===== config.mk =====
export PLATFORM = sky130hd
export DESIGN_NAME = i2c_tmp_responder
export DESIGN_NICKNAME = d
export VERILOG_FILES = /design/src/rtl/i2c_pkg.sv /design/src/rtl/i2c_line_filter.sv /design/src/rtl/i2c_tmp_responder.sv
export SDC_FILE = /design/constraint.sdc
export NUM_CORES = 1
export LEC_CHECK = 0
export CORE_MARGIN = 8
export CORE_UTILIZATION = 45
export DETAILED_ROUTE_END_ITERATION = 8
export PLACE_DENSITY = 0.69
export SETUP_SLACK_MARGIN = 0.15
export SYNTH_ARGS = -nofsm -noshare
export SYNTH_HDL_FRONTEND = slang
export SYNTH_SLANG_ARGS = --single-unit

===== constraint.sdc =====
create_clock -name i_clk -period 2.5 [get_ports i_clk]
set_input_delay 0.25 -clock i_clk [delete_from_list [all_inputs] [get_ports i_clk]]
set_output_delay 0.25 -clock i_clk [all_outputs]
set_load 0.05 [all_outputs]

===== src/rtl/i2c_pkg.sv =====
// Shared definitions for the I2C temperature-sensor responder.
// - i2c_state_e : responder FSM states
// - REG_*       : register map addresses
// - reg_read()  : register read mux shared by first-byte load and burst reload
package i2c_pkg;

    typedef enum logic [3:0] {
        StIdle,
        StAddr,
        StAddrAck,
        StPtr,
        StPtrAck,
        StWdata,
        StWAck,
        StTx,
        StRxAck,
        StIgnore
    } i2c_state_e;

    localparam logic [7:0] REG_TEMP_MSB = 8'h00;
    localparam logic [7:0] REG_TEMP_LSB = 8'h01;
    localparam logic [7:0] REG_STATUS   = 8'h02;
    localparam logic [7:0] REG_CONFIG   = 8'h03;
    localparam logic [7:0] REG_ID       = 8'h0B;

    localparam logic [7:0] STATUS_VALUE = 8'h00;

    function automatic logic [7:0] reg_read(
        input logic [7:0]  addr,
        input logic [15:0] shadow,
        input logic [7:0]  cfg,
        input logic [7:0]  id
    );
        logic [7:0] data;
        case (addr)
            REG_TEMP_MSB: data = shadow[15:8];
            REG_TEMP_LSB: data = shadow[7:0];
            REG_STATUS:   data = STATUS_VALUE;
            REG_CONFIG:   data = cfg;
            REG_ID:       data = id;
            default:      data = 8'h00;
        endcase
        return data;
    endfunction

endpackage


===== src/rtl/i2c_line_filter.sv =====
// Conditions the asynchronous SCL/SDA pad inputs: 2-FF synchroniser, a glitch filter that
// accepts a new level only after FILTER_LEN equal samples, and one-cycle event pulses.
// Ports:
//   i_clk, i_rst       system clock, synchronous active-high reset
//   i_scl, i_sda       raw pad levels (asynchronous)
//   o_sda              filtered SDA level
//   o_scl_rise/fall    one-cycle pulses on filtered SCL edges
//   o_start, o_stop    one-cycle pulses: SDA falls / rises while filtered SCL stays high
module i2c_line_filter #(
    parameter int unsigned FILTER_LEN = 4
) (
    input  logic i_clk,
    input  logic i_rst,
    input  logic i_scl,
    input  logic i_sda,
    output logic o_sda,
    output logic o_scl_rise,
    output logic o_scl_fall,
    output logic o_start,
    output logic o_stop
);

    logic [1:0]            r_scl_sync;
    logic [1:0]            r_sda_sync;
    logic [FILTER_LEN-1:0] r_scl_hist;
    logic [FILTER_LEN-1:0] r_sda_hist;
    logic                  r_scl;
    logic                  r_sda;
    logic                  r_scl_prev;
    logic                  r_sda_prev;

    // Reset to the idle bus level so leaving reset never fabricates a START.
    always_ff @(posedge i_clk) begin
        if (i_rst) begin
            r_scl_sync <= '1;
            r_sda_sync <= '1;
            r_scl_hist <= '1;
            r_sda_hist <= '1;
            r_scl      <= 1'b1;
            r_sda      <= 1'b1;
            r_scl_prev <= 1'b1;
            r_sda_prev <= 1'b1;
        end else begin
            r_scl_sync <= {r_scl_sync[0], i_scl};
            r_sda_sync <= {r_sda_sync[0], i_sda};
            r_scl_hist <= {r_scl_hist[FILTER_LEN-2:0], r_scl_sync[1]};
            r_sda_hist <= {r_sda_hist[FILTER_LEN-2:0], r_sda_sync[1]};
            if (&r_scl_hist) begin
                r_scl <= 1'b1;
            end else if (~|r_scl_hist) begin
                r_scl <= 1'b0;
            end
            if (&r_sda_hist) begin
                r_sda <= 1'b1;
            end else if (~|r_sda_hist) begin
                r_sda <= 1'b0;
            end
            r_scl_prev <= r_scl;
            r_sda_prev <= r_sda;
        end
    end

    assign o_sda      = r_sda;
    assign o_scl_rise = r_scl & ~r_scl_prev;
    assign o_scl_fall = ~r_scl & r_scl_prev;
    // SCL must be high on both samples so an SDA change around an SCL edge is not an event.
    assign o_start    = r_scl & r_scl_prev & r_sda_prev & ~r_sda;
    assign o_stop     = r_scl & r_scl_prev & ~r_sda_prev & r_sda;

endmodule


===== src/rtl/i2c_tmp_responder.sv =====
// I2C target emulating the temperature sensor: pointer/config write, burst read of a
// snapshotted temperature word, ID register. Open-drain SDA only, never touches SCL.
// Ports:
//   i_clk, i_rst    system clock, synchronous active-high reset
//   i_scl, i_sda    pad levels (asynchronous)
//   o_sda_oe        1 = pull SDA low
//   i_temp_word     live temperature {MSB,LSB}, captured at each address match
//   o_cfg_reg       CONFIG register (0x03)
//   o_busy          high while a transfer is in progress
//   o_xfer_done     one-cycle pulse on the STOP that ends an addressed transfer
module i2c_tmp_responder
    import i2c_pkg::*;
#(
    parameter logic [6:0]  SLAVE_ADDR = 7'h48,
    parameter int unsigned FILTER_LEN = 4,
    parameter logic [7:0]  ID_VALUE   = 8'hCB
) (
    input  logic        i_clk,
    input  logic        i_rst,
    input  logic        i_scl,
    input  logic        i_sda,
    output logic        o_sda_oe,
    input  logic [15:0] i_temp_word,
    output logic [7:0]  o_cfg_reg,
    output logic        o_busy,
    output logic        o_xfer_done
);

    logic w_sda, w_scl_rise, w_scl_fall, w_start, w_stop;

    i2c_line_filter #(
        .FILTER_LEN (FILTER_LEN)
    ) u_line_filter (
        .i_clk      (i_clk),
        .i_rst      (i_rst),
        .i_scl      (i_scl),
        .i_sda      (i_sda),
        .o_sda      (w_sda),
        .o_scl_rise (w_scl_rise),
        .o_scl_fall (w_scl_fall),
        .o_start    (w_start),
        .o_stop     (w_stop)
    );

    i2c_state_e  r_state, w_state_nxt;
    logic [3:0]  r_cnt, w_cnt_nxt;
    logic [6:0]  r_shift, w_shift_nxt;
    logic [7:0]  r_ptr, w_ptr_nxt;
    logic [7:0]  r_cfg, w_cfg_nxt;
    logic [7:0]  r_tx, w_tx_nxt;
    logic [15:0] r_shadow, w_shadow_nxt;
    logic        r_sda_oe, w_sda_oe_nxt;
    logic        r_matched, w_matched_nxt;
    logic        r_rw, w_rw_nxt;
    logic        r_xfer_done, w_xfer_done_nxt;
    logic [7:0]  w_byte;
    logic        w_last_bit;

    assign w_byte     = {r_shift, w_sda};
    assign w_last_bit = (r_cnt == 4'd7);

    always_comb begin
        w_state_nxt     = r_state;
        w_cnt_nxt       = r_cnt;
        w_shift_nxt     = r_shift;
        w_ptr_nxt       = r_ptr;
        w_cfg_nxt       = r_cfg;
        w_tx_nxt        = r_tx;
        w_shadow_nxt    = r_shadow;
        w_sda_oe_nxt    = r_sda_oe;
        w_matched_nxt   = r_matched;
        w_rw_nxt        = r_rw;
        w_xfer_done_nxt = 1'b0;

        // START outranks STOP, which outranks any SCL edge in the same cycle.
        if (w_start) begin
            w_state_nxt  = StAddr;
            w_cnt_nxt    = 4'd0;
            w_sda_oe_nxt = 1'b0;
        end else if (w_stop) begin
            w_state_nxt     = StIdle;
            w_sda_oe_nxt    = 1'b0;
            w_xfer_done_nxt = r_matched;
            w_matched_nxt   = 1'b0;
        end else if (w_scl_rise) begin
            case (r_state)
                StAddr, StPtr, StWdata: begin
                    w_shift_nxt = w_byte[6:0];
                    w_cnt_nxt   = r_cnt + 4'd1;
                    if (w_last_bit) begin
                        w_cnt_nxt = 4'd0;
                        case (r_state)
                            StAddr: begin
                                if (w_byte[7:1] == SLAVE_ADDR) begin
                                    w_state_nxt   = StAddrAck;
                                    w_matched_nxt = 1'b1;
                                    w_rw_nxt      = w_byte[0];
                                    w_shadow_nxt  = i_temp_word;
                                end else begin
                                    w_state_nxt = StIgnore;
                                end
                            end
                            StPtr: begin
                                w_ptr_nxt   = w_byte;
                                w_state_nxt = StPtrAck;
                            end
                            default: begin
                                if (r_ptr == REG_CONFIG) begin
                                    w_cfg_nxt = w_byte;
                                end
                                w_ptr_nxt   = r_ptr + 8'd1;
                                w_state_nxt = StWAck;
                            end
                        endcase
                    end
                end
                StAddrAck: begin
                    if (r_rw) begin
                        w_tx_nxt    = reg_read(r_ptr, r_shadow, r_cfg, ID_VALUE);
                        w_state_nxt = StTx;
                    end else begin
                        w_state_nxt = StPtr;
                    end
                end
                StPtrAck, StWAck: w_state_nxt = StWdata;
                StTx: begin
                    w_tx_nxt  = {r_tx[6:0], 1'b0};
                    w_cnt_nxt = r_cnt + 4'd1;
                    if (w_last_bit) begin
                        w_cnt_nxt   = 4'd0;
                        w_state_nxt = StRxAck;
                    end
                end
                StRxAck: begin
                    if (!w_sda) begin
                        w_ptr_nxt   = r_ptr + 8'd1;
                        w_tx_nxt    = reg_read(r_ptr + 8'd1, r_shadow, r_cfg, ID_VALUE);
                        w_state_nxt = StTx;
                    end else begin
                        w_state_nxt = StIgnore;
                    end
                end
                default: ;
            endcase
        end else if (w_scl_fall) begin
            // Drive for the bit that starts now, decided by the state the last rise left us in.
            case (r_state)
                StAddrAck, StPtrAck, StWAck: w_sda_oe_nxt = 1'b1;
                StTx:                        w_sda_oe_nxt = ~r_tx[7];
                default:                     w_sda_oe_nxt = 1'b0;
            endcase
        end
    end

    always_ff @(posedge i_clk) begin
        if (i_rst) begin
            r_state     <= StIdle;
            r_cnt       <= 4'd0;
            r_shift     <= 7'd0;
            r_ptr       <= 8'h00;
            r_cfg       <= 8'h00;
            r_tx        <= 8'h00;
            r_shadow    <= 16'h0000;
            r_sda_oe    <= 1'b0;
            r_matched   <= 1'b0;
            r_rw        <= 1'b0;
            r_xfer_done <= 1'b0;
        end else begin
            r_state     <= w_state_nxt;
            r_cnt       <= w_cnt_nxt;
            r_shift     <= w_shift_nxt;
            r_ptr       <= w_ptr_nxt;
            r_cfg       <= w_cfg_nxt;
            r_tx        <= w_tx_nxt;
            r_shadow    <= w_shadow_nxt;
            r_sda_oe    <= w_sda_oe_nxt;
            r_matched   <= w_matched_nxt;
            r_rw        <= w_rw_nxt;
            r_xfer_done <= w_xfer_done_nxt;
        end
    end

    assign o_sda_oe    = r_sda_oe;
    assign o_cfg_reg   = r_cfg;
    assign o_busy      = (r_state != StIdle);
    assign o_xfer_done = r_xfer_done;

endmodule


After elaboration in Yosys (flattened, before gate mapping)
Index checks and enable logic that the tools add are counted.
- output and inout port bits: 11
- word-level logic and storage cells: 125
- register bits after elaboration: 75
- bits of input ports: 20
- bitwise operators: 16
- equal/unequal tests: 23
- $add $sub $neg: 2
- reductions and logical operators: 37
- muxes and demuxes: 27
- operator list (kind ; number):
    8-bit one-hot mux with 4 select lines ; 2
    8-bit 2-to-1 mux ; 4
    8-bit one-hot mux with 2 select lines ; 2
    8-bit one-hot mux with 3 select lines ; 1
    7-bit AND reduction ; 3
    4-bit by 3-bit == test with 1-bit output (second input constant) ; 5
    4-bit 2-to-1 mux ; 5
    4-bit one-hot mux with 5 select lines ; 1
    4-bit AND reduction ; 5
    8-bit by 1-bit == test with 1-bit output (second input constant) ; 2
    8-bit by 2-bit == test with 1-bit output (second input constant) ; 2
    8-bit by 4-bit == test with 1-bit output (second input constant) ; 2
    8-bit logical NOT ; 2
    6-bit AND reduction ; 2
    2-bit nonzero test ; 6
    3-bit OR reduction ; 4
    4-bit OR reduction ; 3
    2-bit != test (second input constant) ; 5
    2-bit OR reduction ; 5
    1-bit 2-to-1 mux ; 9
    1-bit NOT ; 9
    8-bit by 1-bit adder with 8-bit output (second input constant) ; 1
    4-bit by 2-bit == test with 1-bit output (second input constant) ; 2
    4-bit by 2-bit != test with 1-bit output (second input constant) ; 2
    other kinds (14) ; 21

Depth between registers and ports, before layout
Gate-level depths: netlist (run 1).
- depth in word-level cells: 8
- mapped depth: 8
- mapped depth without buffers: 7

By module
A second synthesis (run 1) with hierarchy kept.
- cells, all modules: 468
- area total of the unflattened synthesis: 3868.7 µm²
- modules (own cells, without submodules) (module ; cells an instance ; area each (µm²) ; seq. area each (µm²) ; times used):
    i2c_tmp_responder ; 426 ; 3372.0 ; 1181.1 ; 1
    i2c_line_filter ; 42 ; 496.7 ; 320.3 ; 1

Least setup slack after synthesis (run 1)
Ideal clock, no wire load.
- path kind: flip-flop to flip-flop
- start point: register r_ptr[0]
- end point: register r_tx[4]
- setup slack: 0.246 ns
- arrival time: 2.163 ns
- path buffers: 1
- data required time: 2.409 ns
- stages on the path, launching flop included: 8
- clock period less this slack: 2.254 ns
- library setup time: 0.091 ns
- path through: dfxtp_1 -> ha_1 -> buf_2 -> nand2_1 -> nor3_1 -> and2b_1 -> or3_1 -> a311oi_1
- cells in the longest elaborated chain, start to end: 5
- elaborated cells on any way between the ends: 14
- classes of those cells: 1 x add/sub; 6 x eq/ne; 5 x mux; 2 x reduce/logical
- RTL lines (item ; RTL line ; source):
    start: declaration ; i2c_tmp_responder.sv:48 ; logic [7:0] r_ptr, w_ptr_nxt;
    start signal: assignment ; i2c_tmp_responder.sv:172 ; r_ptr <= w_ptr_nxt;
    8-bit by 1-bit adder with 8-bit output ; i2c_tmp_responder.sv:137 ; w_tx_nxt = reg_read(r_ptr + 8'd1, r_shadow, r_cfg, ID_VALUE);
    8-bit by 4-bit == test with 1-bit output (tied with other cells) ; i2c_pkg.sv:35 ; case (addr)
    8-bit one-hot mux with 4 select lines ; i2c_pkg.sv:35 ;
    8-bit 2-to-1 mux ; i2c_tmp_responder.sv:135 ; if (!w_sda) begin
    8-bit one-hot mux with 3 select lines (*) ; i2c_tmp_responder.sv:86 ; case (r_state)
    end signal: assignment ; i2c_tmp_responder.sv:174 ; r_tx <= w_tx_nxt;
    end: declaration ; i2c_tmp_responder.sv:50 ; logic [7:0] r_tx, w_tx_nxt;
Every way passes the cells marked *; elsewhere a longest branch is shown, timed or not. The select of a mux whose other input is x is not followed.
A chain may end at the register's enable or synchronous reset.

Final worst setup path (run 1)
- start point: register r_ptr[1]
- end point: register r_tx[5]
The elaborated chain is that of the path after synthesis.

==> key figures, run 1 <==
Outcome
  • Status: finished clean

Synth
  • Asr flop ratio synth: 0%
  • Yosys top cell area share: 39.89%
  • Cell accounting for the most synthesized area: dfxtp_1
  • Syn Std Cell Area: 0.003764 sq mm
  • Seq cells post-synth: 75
  • Cell variety after synth: 57
  • Syn avg cell area: 7.957 sq um
  • EDFF count, synth: 0
  • Largest cells by area after synthesis: dfxtp_1 (40%), nand2_1 (6.3%), a21oi_1 (5.9%), o21ai_0 (4.1%), nor2_1 (4.1%)
  • Post-Syn Instances: 473
  • Yosys warning count: 0
  • Syn_nets: 498
  • Top_reg_cell synth: dfxtp_1
  • Seq/Total Area, Yosys: 39.89%

Drt
  • DRT Pass-1 Iters: 6
  • Via density per instance: 5.795
  • Met1 Wirelength: 4798 microns
  • DR vias: 3541
  • DR iter-0 viols: 266
  • Post-detailed-route count of antenna-violating nets: 0
  • # DRC: 0
  • Met3 WL: 484 microns
  • Max Used Layer: met4
  • Detailed-route wire length: 9734 microns
  • Routed wire per std cell: 15.93 microns
  • Metal2 WL: 4348 microns

CTS
  • H-tree levels: 3
  • Postcts setup bufs: 0
  • Clock sink total: 75
  • Root Buffer Master: clkbuf_8
  • CTS Buf Count: 9
  • CTS tree: built
  • Worst skew pair latency: 0.35 ns
  • Hold buffers post-CTS: 0
  • Clock tree buffer depth: 2
  • Worst-path clk slew: 0.08 ns

Layout
  • FF+latch area: 0.001504 sq mm
  • Most flops, register: r_shadow
  • Fill count: 779
  • Net count, final: 527
  • N_diodes: 0
  • Syn-to-layout area delta: 16.62%
  • Multi-input logic area: 0.002108 sq mm
  • Share of cells above drive strength 1: 11.66%
  • Largest register FFs: 16
  • Commonest non-fill, non-tap cell in the layout: dfxtp_1
  • Post-layout util: 53.69%
  • Most frequent cells in the layout: dfxtp_1 (73), nand2_1 (63), a21oi_1 (44)
  • Post-route insts no fill: 611

Pwr
  • Switching Fraction: 23.94%
  • Pleak: 0.001555 uW
  • NetSw: 512.6 uW
  • Clock power frac: 39.7%
  • Internal power: 1629 uW
  • Logic pwr share: 4.2%
  • Total Power: 2141 uW
  • VDD IR-drop max: 0.0004589 V
  • Sequential Power Share: 56.2%
  • Pwr/cell area: 487.9 mW/mm^2

Worst setup path
  • CP max FO: 8
  • Critical path origin: r_ptr[1]$_SDFFE_PP0P_
  • WP data arrival: 2.44 ns
  • CP Capture Point: r_tx[5]$_SDFFE_PP0P_
  • Largest stage delay on the critical path: 0.44 ns
  • Worst path cell trace: and3_1 > a311o_1 > a311o_1 > or3_1 > a311oi_1
  • R2R Path Start: r_ptr[1]$_SDFFE_PP0P_
  • R2r setup slk: 0.30 ns
  • Reg-to-Reg End: r_tx[5]$_SDFFE_PP0P_
  • Crit Path Category: reg2reg
  • Most frequent cell on the critical path: a311o_1
  • CP max-delay cell: a311o_1
  • CP endpoint kind: flop
  • CP Launch Type: flop
  • Worst Path Buf+Inv: 0
  • Levels on crit path: 5
  • R2R cell count: 5
  • Top delay family on crit path: compound AO/OA/AOI/OAI gates
  • WP data required: 2.74 ns

Floorplanning
  • Die X: 107.5 microns
  • Die height: 107.5 microns
  • Io pins: 31
  • Core Box Area: 0.008175 sq mm
  • Initial Util: 46.04%
  • Die area: 0.01155 sq mm
  • Standard-cell rows: 33

Global routing
  • Vias in the first global route: 3268
  • Grt ovf: 0
  • Initial antenna violation count: 0
  • First-pass GRT wire length: 16190 microns
  • Largest net degree at the start of global routing: 47
  • Gr usage total: 17.17%

Timing
  • Slew headroom: 57.44%
  • Clock skew: 0.01615 ns
  • Setup violations, final: 0
  • RSZ-0062 raised after global routing: yes
  • Hold WS: 0.2896 ns
  • Max Slew Vio Count: 0
  • Period minus WS final: 2.196 ns
  • Period utilisation layout: 87.85%
  • Setup_tns: 0 ns
  • Max Fclk: 455.3 MHz
  • Final hold violations: 0
  • Worst Tran Pin Value: 0.6356 ns

Min path
  • Min-Delay Path Class: in2reg
  • Worst hold path depth: 2

Place
  • DP HPWL: 7038 microns
  • Port Buffers: 30
  • Placed insts: 596
  • Final Wtd Congestion: 0.9035

Job
  • Max-cap violations: 0
-- timing repair --
| item | 4_1_cts | 5_1_grt |
|---|---|---|
| endpoints found under the hold margin | 0 | 0 |
| gates resized for setup | 0 | 4 |
| setup endpoints to repair | 0 | 4 |
-- metal layers --
layer	vias up	track usage, %
met5	-	0
met4	0	6.244
met3	9	2.874
met2	95	25.60
met1	1666	24.16
li1	1771	-
-- power by group through the flow --
| stage | Combinational [uW] | Clock, uW | Sequential (uW) |
|---|---|---|---|
| 2_1_floorplan | 43.5 | 0 | 1230 |
| 3_3_place_gp | 88.3 | 0 | 1230 |
| 3_5_place_dp | 88.4 | 0 | 1230 |
| 4_1_cts | 88.8 | 862 | 1200 |
| 5_1_grt | 96.0 | 912 | 1200 |
| 6_report | 89.0 | 850 | 1200 |
-- worst min path at each step --
stage | start | to | slack [ns]
2_1_floorplan | i_scl | u_line_filter.r_scl_sync[0]$_SDFF_PP1_ | 0.35
3_3_place_gp | u_line_filter.r_sda_sync[1]$_SDFF_PP1_ | u_line_filter.r_sda_hist[0]$_SDFF_PP1_ | 0.39
3_5_place_dp | u_line_filter.r_scl_sync[1]$_SDFF_PP1_ | u_line_filter.r_scl_hist[0]$_SDFF_PP1_ | 0.40
4_1_cts | i_rst | r_shadow[7]$_SDFFE_PP0P_ | 0.28
5_1_grt | i_rst | r_shadow[7]$_SDFFE_PP0P_ | 0.31
6_report | i_rst | r_shadow[7]$_SDFFE_PP0P_ | 0.29
-- logic make-up (layout without fill, tap and decap cells) --
family | count (synthesis) | count (layout) | share of synthesized area [%]
simple gates | 200 | 200 | 26.50
compound gates | 142 | 142 | 24.70
flops | 75 | 75 | 39.89
buf+inv | 39 | 72 | 4.156
mux | 9 | 9 | 2.394
fa+ha+maj | 5 | 5 | 1.662
xor+xnor | 3 | 3 | 0.6983
-- through the flow --
stage,worst slack [ns],cell area [sq um]
after floorplan,0.2464,3764
after global routing,0.1439,4389
after detailed placement,0.2268,4207
final,0.3038,4389
after CTS,0.1713,4382
after global placement,0.3333,4207
-- layout make-up --
| cell class | count | area share [%] |
|---|---|---|
| clock inverter | 5 | 0.8552 |
| sequential | 75 | 34.26 |
| timing repair buffer | 49 | 10.03 |
| tap | 105 | 2.993 |
| clock buffer | 10 | 3.136 |
| inverter | 8 | 0.6842 |
| multi-input combinational | 359 | 48.03 |
-- cells in the mapped netlist, types with 9 or more instances --
cell type  instances
dfxtp_1           75
nand2_1           63
a21oi_1           44
nor2_1            41
o21ai_0           31
clkbuf_1          26
nand3_1           16
or2_2             16
nor3_1            11
and3_1            10
a22oi_1            9
mux2i_1            9
No activity file was read; power rests on OpenSTA's default activity.
==> inputs of run 2 (changes only) <==
--- a/config.mk
+++ b/config.mk
@@ -5,8 +5,8 @@
 export SDC_FILE = /design/constraint.sdc
 export NUM_CORES = 1
 export LEC_CHECK = 0
-export CORE_MARGIN = 8
 export CORE_UTILIZATION = 45
+export CTS_CLUSTER_SIZE = 25
 export DETAILED_ROUTE_END_ITERATION = 8
 export PLACE_DENSITY = 0.69
 export SETUP_SLACK_MARGIN = 0.15
==> key figures, run 2 (synthesis results as in run 1) <==
Layout
  • Largest register FFs: 16
  • Most frequent cells in the layout: dfxtp_1 (73), nand2_1 (63), a21oi_1 (44)
  • FF+latch area: 0.001504 sq mm
  • Most flops, register: r_shadow
  • Net count, final: 525
  • Share of cells above drive strength 1: 11.68%
  • Fill count: 717
  • Multi-input logic area: 0.002116 sq mm
  • Syn-to-layout area delta: 16.59%
  • Design area: 0.004388 sq mm
  • Commonest non-fill, non-tap cell in the layout: dfxtp_1
  • N_diodes: 0

Timing
  • RSZ-0062 raised after global routing: yes
  • Worst Tran Pin Value: 0.6712 ns
  • Setup ws final: 0.3116 ns
  • Slew headroom: 55.06%
  • Setup violations, final: 0
  • Period minus WS final: 2.188 ns
  • Setup_tns: 0 ns
  • Final hold violations: 0
  • Hold WS: 0.3308 ns
  • Max Fclk: 457.0 MHz
  • Max Slew Vio Count: 0
  • Period utilisation layout: 87.53%
  • Clock skew: 0.01038 ns

Drt
  • DR iter-0 viols: 355
  • Via density per instance: 5.923
  • DR vias: 3595
  • Detailed-route wire length: 9500 microns
  • Routed wire per std cell: 15.65 microns
  • # DRC: 0
  • Post-detailed-route count of antenna-violating nets: 0
  • DRT Pass-1 Iters: 5

Worst setup path
  • WP data arrival: 2.45 ns
  • WP data required: 2.76 ns
  • Crit Path Category: reg2reg
  • R2R cell count: 4
  • CP max FO: 15
  • R2R Path Start: r_state[0]$_SDFFE_PP0P_
  • R2r setup slk: 0.31 ns
  • Worst path cell trace: or4b_1 > a311o_1 > or3_1 > a311oi_1
  • CP max-delay cell: or4b_1
  • CP endpoint kind: flop
  • Reg-to-Reg End: r_tx[5]$_SDFFE_PP0P_
  • CP Launch Type: flop
  • Largest stage delay on the critical path: 0.61 ns

Global routing
  • Grt ovf: 0
  • Gr usage total: 23.05%
  • Initial antenna violation count: 0
  • First-pass GRT wire length: 15790 microns
  • Vias in the first global route: 3252
  • Largest net degree at the start of global routing: 45

Min path
  • Min-Delay Path Class: in2reg
  • Hold Path End: r_shift[0]$_SDFFE_PP0P_
  • Hold path start: i_rst
  • Worst hold path depth: 2

Floorplanning
  • Standard-cell rows: 32
  • Die area: 0.008733 sq mm
  • Initial Util: 47.72%
  • Die X: 93.45 microns
  • Core Box Area: 0.007888 sq mm
  • Io pins: 31
  • Die height: 93.45 microns

Place
  • Placed inst area: 0.004188 sq mm
  • Pre-CTS setup slack: 0.2680 ns
  • Port Buffers: 30
  • Final Wtd Congestion: 0.9687
  • DP HPWL: 6831 microns

CTS
  • Hold buffers post-CTS: 0
  • Postcts setup bufs: 0
  • Root Buffer Master: clkbuf_8
  • Clock sink total: 75
  • H-tree levels: 3
  • Worst skew pair latency: 0.35 ns
  • CTS Buf Count: 9
  • Clock tree buffer depth: 2
  • CTS tree: built
  • Worst-path clk slew: 0.09 ns

Pwr
  • Pwr/cell area: 494.9 mW/mm^2
  • Pleak: 0.001557 uW
  • VDD IR-drop max: 0.0004732 V

Outcome
  • Status: finished clean

Job
  • Max-cap violations: 0
[run 2: critical path, delay by kind of cell, from the launching register on]
kind | cells | cell delay (ns)
compound gates | 2 | 0.64
flops | 1 | 0.45
simple gates | 2 | 1.01
[run 2: cell type report]
| class | instances | share of cell area (%) |
|---|---|---|
| clock inverters | 6 | 1.084 |
| multi-input cells | 359 | 48.22 |
| well taps | 102 | 2.908 |
| clock buffers | 10 | 3.137 |
| flip-flops and latches | 75 | 34.27 |
| inverters | 8 | 0.6843 |
| repair buffers | 47 | 9.695 |
[run 2: worst max-delay path by stage]
stage                                      end               startpoint  slack, ns  cells past startpoint
final                     r_tx[5]$_SDFFE_PP0P_  r_state[0]$_SDFFE_PP0P_       0.31                      4
after floorplan           r_tx[4]$_SDFFE_PP0P_    r_ptr[0]$_SDFFE_PP0P_       0.25                      7
after CTS                               o_busy  r_state[2]$_SDFFE_PP0P_       0.21                      4
after detailed placement  r_tx[2]$_SDFFE_PP0P_    r_ptr[0]$_SDFFE_PP0P_       0.27                      7
after global routing      r_tx[5]$_SDFFE_PP0P_    r_ptr[0]$_SDFFE_PP0P_       0.13                      8
after global placement    r_tx[5]$_SDFFE_PP0P_    r_ptr[0]$_SDFFE_PP0P_       0.36                      6
[run 2: report_power, final]
| group | leakage (uW) | internal, uW | switching (uW) |
|---|---|---|---|
| logic | 0.000857 | 41.9 | 40.9 |
| registers | 0.000607 | 1200 | 7.10 |
| clock network | 0.0000933 | 396 | 486 |
[run 2: repair_timing]
item	in CTS	in global routing
gates resized for setup	0	5
setup endpoints to repair	0	7
endpoints found under the hold margin	0	0
[run 2: metrics by stage]
| step | power (uW) | cells | utilization, % |
|---|---|---|---|
| finish | 2172 | 607 | 55.63 |
| detailed placement | 1318 | 591 | 53.09 |
| global placement | 1317 | 591 | 53.09 |
| floorplan | 1274 | 473 | - |
| global route | 2247 | 607 | 55.63 |
| CTS | 2187 | 607 | 55.44 |
[run 2: routing by layer]
metal | global-route usage (%) | routed length (microns)
met1 | 32.43 | 4627
met2 | 34.68 | 4015
met3 | 4.634 | 626
met4 | 8.462 | 230
met5 | 0 | 0
==> inputs of run 3 (changes only) <==
--- a/config.mk
+++ b/config.mk
@@ -5,10 +5,11 @@
 export SDC_FILE = /design/constraint.sdc
 export NUM_CORES = 1
 export LEC_CHECK = 0
-export CORE_UTILIZATION = 45
+export CORE_ASPECT_RATIO = 1.4
+export CORE_UTILIZATION = 33
 export CTS_CLUSTER_SIZE = 25
 export DETAILED_ROUTE_END_ITERATION = 8
-export PLACE_DENSITY = 0.69
+export PLACE_DENSITY = 0.55
 export SETUP_SLACK_MARGIN = 0.15
 export SYNTH_ARGS = -nofsm -noshare
 export SYNTH_HDL_FRONTEND = slang
==> key figures, run 3 (synthesis results as in run 1) <==
Drt
  • DRT Pass-1 Iters: 7
  • Routed wire per std cell: 15.47 microns
  • Post-detailed-route count of antenna-violating nets: 0
  • Via density per instance: 5.488
  • Detailed-route wire length: 10040 microns
  • DR vias: 3562
  • DR iter-0 viols: 418
  • # DRC: 0

CTS
  • Clock tree buffer depth: 2
  • Root Buffer Master: clkbuf_16
  • Post_cts resized: 0
  • Worst skew pair latency: 0.35 ns
  • CTS tree: built
  • Clock sink total: 75
  • Worst-path clk slew: 0.06 ns
  • CTS Buf Count: 9
  • Postcts setup bufs: 0
  • H-tree levels: 3
  • Hold buffers post-CTS: 0

Timing
  • Slew headroom: 55.65%
  • Max Slew Vio Count: 0
  • Final hold violations: 0
  • Period utilisation layout: 87.23%
  • Worst Tran Pin Value: 0.6624 ns
  • Setup violations, final: 0
  • Max Fclk: 458.6 MHz
  • Period minus WS final: 2.181 ns
  • RSZ-0062 raised after global routing: no
  • Setup_tns: 0 ns
  • Clock skew: 0.008793 ns

Layout
  • Fill count: 1111
  • Design area: 0.004584 sq mm
  • FF+latch area: 0.001504 sq mm
  • Multi-input logic area: 0.002108 sq mm
  • Commonest non-fill, non-tap cell in the layout: dfxtp_1
  • Most frequent cells in the layout: dfxtp_1 (73), nand2_1 (63), a21oi_1 (44)
  • Syn-to-layout area delta: 21.81%
  • Net count, final: 528
  • N_diodes: 0
  • Share of cells above drive strength 1: 12.01%
  • Most flops, register: r_shadow
  • Largest register FFs: 16

Pwr
  • VDD IR-drop max: 0.0004323 V
  • Pwr/cell area: 582.8 mW/mm^2
  • Pleak: 0.001631 uW

Floorplanning
  • Die height: 128.4 microns
  • Standard-cell rows: 45
  • Die area: 0.01184 sq mm
  • Core Box Area: 0.01098 sq mm
  • Io pins: 31
  • Initial Util: 34.28%
  • Die X: 92.26 microns

Place
  • Final Wtd Congestion: 0.8675
  • Placed inst area: 0.004259 sq mm
  • Port Buffers: 30
  • DP HPWL: 7327 microns

Worst setup path
  • WP data required: 2.75 ns
  • Crit Path Category: reg2reg
  • CP max FO: 9
  • WP data arrival: 2.43 ns
  • CP Launch Type: flop
  • CP endpoint kind: flop

Global routing
  • Gr usage total: 17.91%
  • Vias in the first global route: 3349
  • Largest net degree at the start of global routing: 36
  • Initial antenna violation count: 0
  • Grt ovf: 0
  • First-pass GRT wire length: 16720 microns

Outcome
  • Status: finished clean

Min path
  • Min-Delay Path Class: in2reg

Job
  • Max-cap violations: 0
[run 3: cell type report]
class | count | share of cell area (%)
multi-input combinational | 359 | 45.99
sequential | 75 | 32.81
timing repair buffer | 50 | 9.771
clock buffer | 10 | 5.213
tap | 141 | 3.848
clock inverter | 6 | 1.719
inverter | 8 | 0.6550
[run 3: metrics by stage]
stage / hold slack, ns / total power, uW / worst slack, ns / util [%] / instances
floorplan: 0.3538 / 1274 / 0.2464 / - / 473
global placement: 0.3972 / 1322 / 0.2426 / 38.79 / 633
detailed placement: 0.3975 / 1322 / 0.1956 / 38.79 / 633
CTS: 0.3836 / 2702 / 0.1807 / 41.69 / 649
global route: 0.4254 / 2760 / 0.1907 / 41.75 / 649
finish: 0.3719 / 2672 / 0.3192 / 41.75 / 649
[run 3: worst paths after layout]
path | cells after the start | startpoint | slack [ns] | to
setup reg to reg | 6 | r_ptr[0]$_SDFFE_PP0P_ | 0.32 | r_tx[4]$_SDFFE_PP0P_
hold / removal | 2 | i_rst | 0.37 | o_cfg_reg[0]$_SDFFE_PP0P_
hold reg to reg | 1 | u_line_filter.r_sda_sync[1]$_SDFF_PP1_ | 0.41 | u_line_filter.r_sda_hist[0]$_SDFF_PP1_
setup / recovery | 6 | r_ptr[0]$_SDFFE_PP0P_ | 0.32 | r_tx[4]$_SDFFE_PP0P_
[run 3: where the power goes]
group | total (uW) | leakage (uW) | internal (uW) | switching (uW)
clock network | 1380 | 0.000158 | 823 | 554
registers | 1210 | 0.000607 | 1200 | 4.45
logic | 89.0 | 0.000867 | 43.8 | 45.2
[run 3: metal layers]
metal | global-route usage (%) | up-vias | part of all wire (%)
li1 | - | 1782 | -
met1 | 22.30 | 1655 | 44
met2 | 29.24 | 102 | 48
met3 | 2.660 | 23 | 4.0
met4 | 10.75 | 0 | 3.7
met5 | 0 | - | 0
[run 3: worst max-delay path, cell delays in order, from the launching register on]
cell and delay (ns):
dfxtp_2 0.40, ha_2 0.27, and3_1 0.23, a31oi_1 0.10, a311o_1 0.44, or3_1 0.40
a311oi_1 0.25
